`config.mk`:
```
export PLATFORM = sky130hd
export DESIGN_NAME = hazard_ctrl
export DESIGN_NICKNAME = d
export VERILOG_FILES = /design/src/rtl/hazard_ctrl.sv
export SDC_FILE = /design/constraint.sdc
export NUM_CORES = 1
export LEC_CHECK = 0
export BUFFER_PORTS_ARGS = -buffer_cell sky130_fd_sc_hd__clkbuf_2
export CORE_ASPECT_RATIO = 0.8
export CORE_UTILIZATION = 41
export DETAILED_ROUTE_END_ITERATION = 7
export PLACE_DENSITY = 0.8
export SYNTH_ARGS = -nofsm -noshare
export SYNTH_HDL_FRONTEND = slang
export SYNTH_SLANG_ARGS = --single-unit
```
`constraint.sdc`:
```
create_clock -name clk -period 1.8 [get_ports clk]
set_input_delay 0.36 -clock clk [delete_from_list [all_inputs] [get_ports clk]]
set_output_delay 0.36 -clock clk [all_outputs]
set_load 0.05 [all_outputs]
```
`src/rtl/hazard_ctrl.sv`:
```
// hazard_ctrl: pipeline hazard unit with operand forwarding, load-use stall, data-bus wait and trap flush sequencing.
module hazard_ctrl #(
  parameter int TRAP_CYCLES = 2
) (
  input  logic       clk,
  input  logic       rst,
  input  logic [4:0] Rs1D,
  input  logic [4:0] Rs2D,
  input  logic [4:0] Rs1E,
  input  logic [4:0] Rs2E,
  input  logic [4:0] RdE,
  input  logic [4:0] RdM,
  input  logic [4:0] RdW,
  input  logic       RegWriteM,
  input  logic       RegWriteW,
  input  logic       MemReadE,
  input  logic       PCSrcE,
  input  logic       TrapReqM,
  input  logic       DMemReqM,
  input  logic       DMemReadyM,
  output logic       StallF,
  output logic       StallD,
  output logic       EnE,
  output logic       EnM,
  output logic       FlushD,
  output logic       FlushE,
  output logic       FlushM,
  output logic [1:0] ForwardAE,
  output logic [1:0] ForwardBE,
  output logic       TrapBusy
);
  typedef enum logic [1:0] {RUN, MEMWAIT, TRAP} state_t;
  localparam logic [3:0] CNT_INIT = 4'(TRAP_CYCLES - 1);
  state_t     state_q, state_d;
  logic [3:0] cnt_q, cnt_d;
  logic       lw_stall, mem_wait;
  function automatic logic [1:0] fwd(input logic [4:0] rs, input logic [4:0] rdm, input logic wm,
                                     input logic [4:0] rdw, input logic ww);
    return (wm && rdm != 5'd0 && rdm == rs) ? 2'b10 :
           (ww && rdw != 5'd0 && rdw == rs) ? 2'b01 : 2'b00;
  endfunction
  always_ff @(posedge clk or negedge rst) begin
    if (!rst) begin
      state_q <= RUN;
      cnt_q   <= '0;
    end else begin
      state_q <= state_d;
      cnt_q   <= cnt_d;
    end
  end
  always_comb begin
    state_d   = state_q;
    cnt_d     = cnt_q;
    StallF    = 1'b0;
    StallD    = 1'b0;
    EnE       = 1'b1;
    EnM       = 1'b1;
    FlushD    = 1'b0;
    FlushE    = 1'b0;
    FlushM    = 1'b0;
    TrapBusy  = 1'b0;
    mem_wait  = DMemReqM && !DMemReadyM;
    lw_stall  = MemReadE && RdE != 5'd0 && (RdE == Rs1D || RdE == Rs2D);
    ForwardAE = fwd(Rs1E, RdM, RegWriteM, RdW, RegWriteW);
    ForwardBE = fwd(Rs2E, RdM, RegWriteM, RdW, RegWriteW);
    case (state_q)
      RUN: begin
        if (TrapReqM) begin
          {FlushD, FlushE, FlushM} = 3'b111;
          state_d = (TRAP_CYCLES == 1) ? RUN : TRAP;
          cnt_d   = CNT_INIT;
        end else if (mem_wait) begin
          {StallF, StallD, EnE, EnM, FlushM} = 5'b11001;
          state_d = MEMWAIT;
        end else if (PCSrcE) begin
          {FlushD, FlushE} = 2'b11;
        end else if (lw_stall) begin
          {StallF, StallD, FlushE} = 3'b111;
        end
      end
      MEMWAIT: begin
        if (!DMemReadyM) {StallF, StallD, EnE, EnM, FlushM} = 5'b11001;
        else state_d = RUN;
      end
      TRAP: begin
        {FlushD, FlushE, FlushM, TrapBusy} = 4'b1111;
        state_d = (cnt_q == 4'd0) ? RUN : TRAP;
        cnt_d   = (cnt_q == 4'd0) ? cnt_q : cnt_q - 4'd1;
      end
      default: state_d = RUN;
    endcase
    // Reset must silence outputs combinationally, not just at the next edge.
    if (!rst) begin
      {StallF, StallD, FlushD, FlushE, FlushM, TrapBusy} = 6'b0;
      {EnE, EnM} = 2'b11;
      ForwardAE  = 2'b00;
      ForwardBE  = 2'b00;
    end
  end
endmodule

```
==> results_dict.tcl <==
set metrics [dict create \
    status "finished with violations" \
    failed_checks "setup timing" \
    routed_via_density 6.577 \
    power_density_nw_per_um2 743.5 \
    fin_hold_ws_ns 0.2250 \
    async_flop_share_pct 100.0 \
    fillers 69 \
    route.detailed.drc 0 \
    wire_per_inst_um 24.68 \
    slew_viol_final 0 \
    syn2layout_area_growth_pct 94.88 \
    cp_max_fo 3 \
    ys_seq_area_share_pct 18.60 \
    p_leak_nw 0.7521 \
    fin_area_sq_um 1573 \
    worstSkewPairLatency_ns 0.26 \
    antenna_found_initial 0 \
    timing.final.crit_share_pct 122.2 \
    first_pass_iters 4 \
    ff_latch_area_sq_um 150.1 \
    clock-sinks 6 \
    grt_max_degree 11 \
    pre_cts_ws_ns -0.4744 \
    gp_congestion 0.9267 \
    drtIter0Drc 70 \
    wl_mm 4.838 \
    dieWidth_um 51.60 \
    synth_edf_count 0 \
    yosysWarnings 0 \
    max_freq_mhz 454.8 \
    finalPower_mw 1.169 \
    io_pins 56 \
    cp-start-kind "input port" \
    drv_cap 0 \
    hp-class "input port to async pin" \
    avgSynthCellArea_sq_um 8.320 \
    end_kind "primary output" \
    clk_pin_slew_ns 0.05 \
    tightest_slew_ns 0.3827 \
    grt_first_pass_wirelength_mm 5.809 \
    ys.flop_type "dfrtp_1" \
    fin_crit_ns 2.199 \
    rsz0062_at_grt "yes" \
    floorplan.die_area_sq_um 2151 \
    skew_ns 0.001210 \
    use_met1_pct 39.60 \
    hold_viol 0 \
    dp_hpwl_mm 2.303 \
    ys_ff_latch 6 \
    max-clock-path-buffers 2 \
    multi_input_area_sq_um 775.7 \
    cts_tree "done" \
    fp.dieH_um 41.68 \
    design.core.area_sq_um 1740 \
    synth_fp_nets 142 \
    diodes 0 \
    initial_core_util_pct 46.37 \
    overflow 0 \
    critical_path_class "input port to primary output" \
    drive_gt1_share_pct 59.20 \
    placed_area_sq_um 1300 \
    num_rows 13 \
    grt_pass1_vias 1225 \
    cts.htree.levels 1 \
    critPathArrivalTime_ns 1.84 \
    track_usage_pct 37.79 \
    final.setup.worst_slack_ns -0.3987 \
    root_buffer "clkbuf_4" \
    ir_drop_uv 611.3 \
    synthDistinctLibCells 31 \
    num_vias 1289 \
    busiest_layer "met2" \
    max_slew_margin_pct 74.38 \
    cp.required_ns 1.44 \
    setup_tns_ns -2.210 \
    cts_buffers 3 \
    final_cell_mix "37 x clkbuf_2, 24 x xor2_1, 23 x buf_4" \
    final_common_cell "clkbuf_2" \
    syn_inst 97 \
    numPortBuffers 55 \
    final_nets 221 \
    synth_area_sq_um 807.0 \
    drtAntennaViolNets 0 \
    setup_violations 7 \
    use_met2_pct 65.19 \
    met3_usage_pct 12.82 \
]
state kept, by name (all words and copies together), names as in the netlist:
name / cells
cnt_q: 4
state_q: 2
worst max-delay path: stages:
cell and delay [ns]:
buf_2 0.12, or4_4 0.13, o211ai_1 0.16, or4_4 0.49, nor4_4 0.33, clkbuf_8 0.24
final timing paths:
check / from / end / slack [ns] / cells after the start
max: RdW[1] / ForwardAE[0] / -0.40 / 6
min: rst / cnt_q[1]$_DFFE_PN0P_ / 0.23 / 3
max reg2reg: cnt_q[0]$_DFFE_PN0P_ / cnt_q[0]$_DFFE_PN0P_ / 0.10 / 7
min reg2reg: cnt_q[2]$_DFFE_PN0P_ / cnt_q[2]$_DFFE_PN0P_ / 0.59 / 1
max in group asynchronous: rst / cnt_q[0]$_DFFE_PN0P_ / 1.43 / 3
min in group clk: cnt_q[2]$_DFFE_PN0P_ / cnt_q[2]$_DFFE_PN0P_ / 0.59 / 1
final cells by class:
class                           instances  area share (%)
Tap cell                               22           1.750
Clock buffer                            3           1.432
Timing Repair Buffer                   77           36.75
Sequential cell                         6           9.547
Multi-Input combinational cell         83           49.32
Inverter                                5           1.193
Yosys cell counts (3+ instances only):
library cell,number,area share [%]
o21ai_0,4,2.5
nor3_1,3,1.9
inv_1,5,2.3
nor4_1,3,2.3
or4_1,6,5.6
xor2_1,24,26
a22o_1,3,3.3
nor2_1,4,1.9
nand2_1,3,1.4
a21o_1,3,2.8
xnor2_1,6,6.5
dfrtp_1,6,19
per-stage QoR:
step | cells | util (%)
6_report | 196 | 90.37
5_1_grt | 196 | 90.37
4_1_cts | 194 | 83.47
3_5_place_dp | 190 | 74.69
3_3_place_gp | 190 | 74.69
2_1_floorplan | 97 | -
metal layers:
layer,routed length (um),vias up
met5,0,-
met4,378,0
met3,571,39
met2,2323,127
met1,1564,613
li1,-,510
kinds of logic after synthesis:
| kind of cell | count (synthesis) | share of synthesized area (%) |
|---|---|---|
| AOI/OAI and AO/OA | 20 | 17.83 |
| xor gates and xnor gates | 30 | 32.56 |
| adders and majority gates | 1 | 1.550 |
| buffers and inverters | 8 | 4.650 |
| DFF | 6 | 18.60 |
| and+or+nand+nor | 32 | 24.81 |
what timing repair did:
item / in CTS / in global routing
buffers inserted: 1 / 4
pin swaps: 5 / 11
hold buffers: 0 / 0
endpoints found under the setup margin: 9 / 11
gates cloned: 0 / 0
gates resized for setup: 24 / 48
power by group:
group | internal, mW | total, mW | switching, mW
logic | 0.337 | 0.791 | 0.453
registers | 0.185 | 0.243 | 0.0587
clock network | 0.0761 | 0.135 | 0.0590
total | 0.598 | 1.17 | 0.571
No activity file was read; power rests on OpenSTA's default activity.
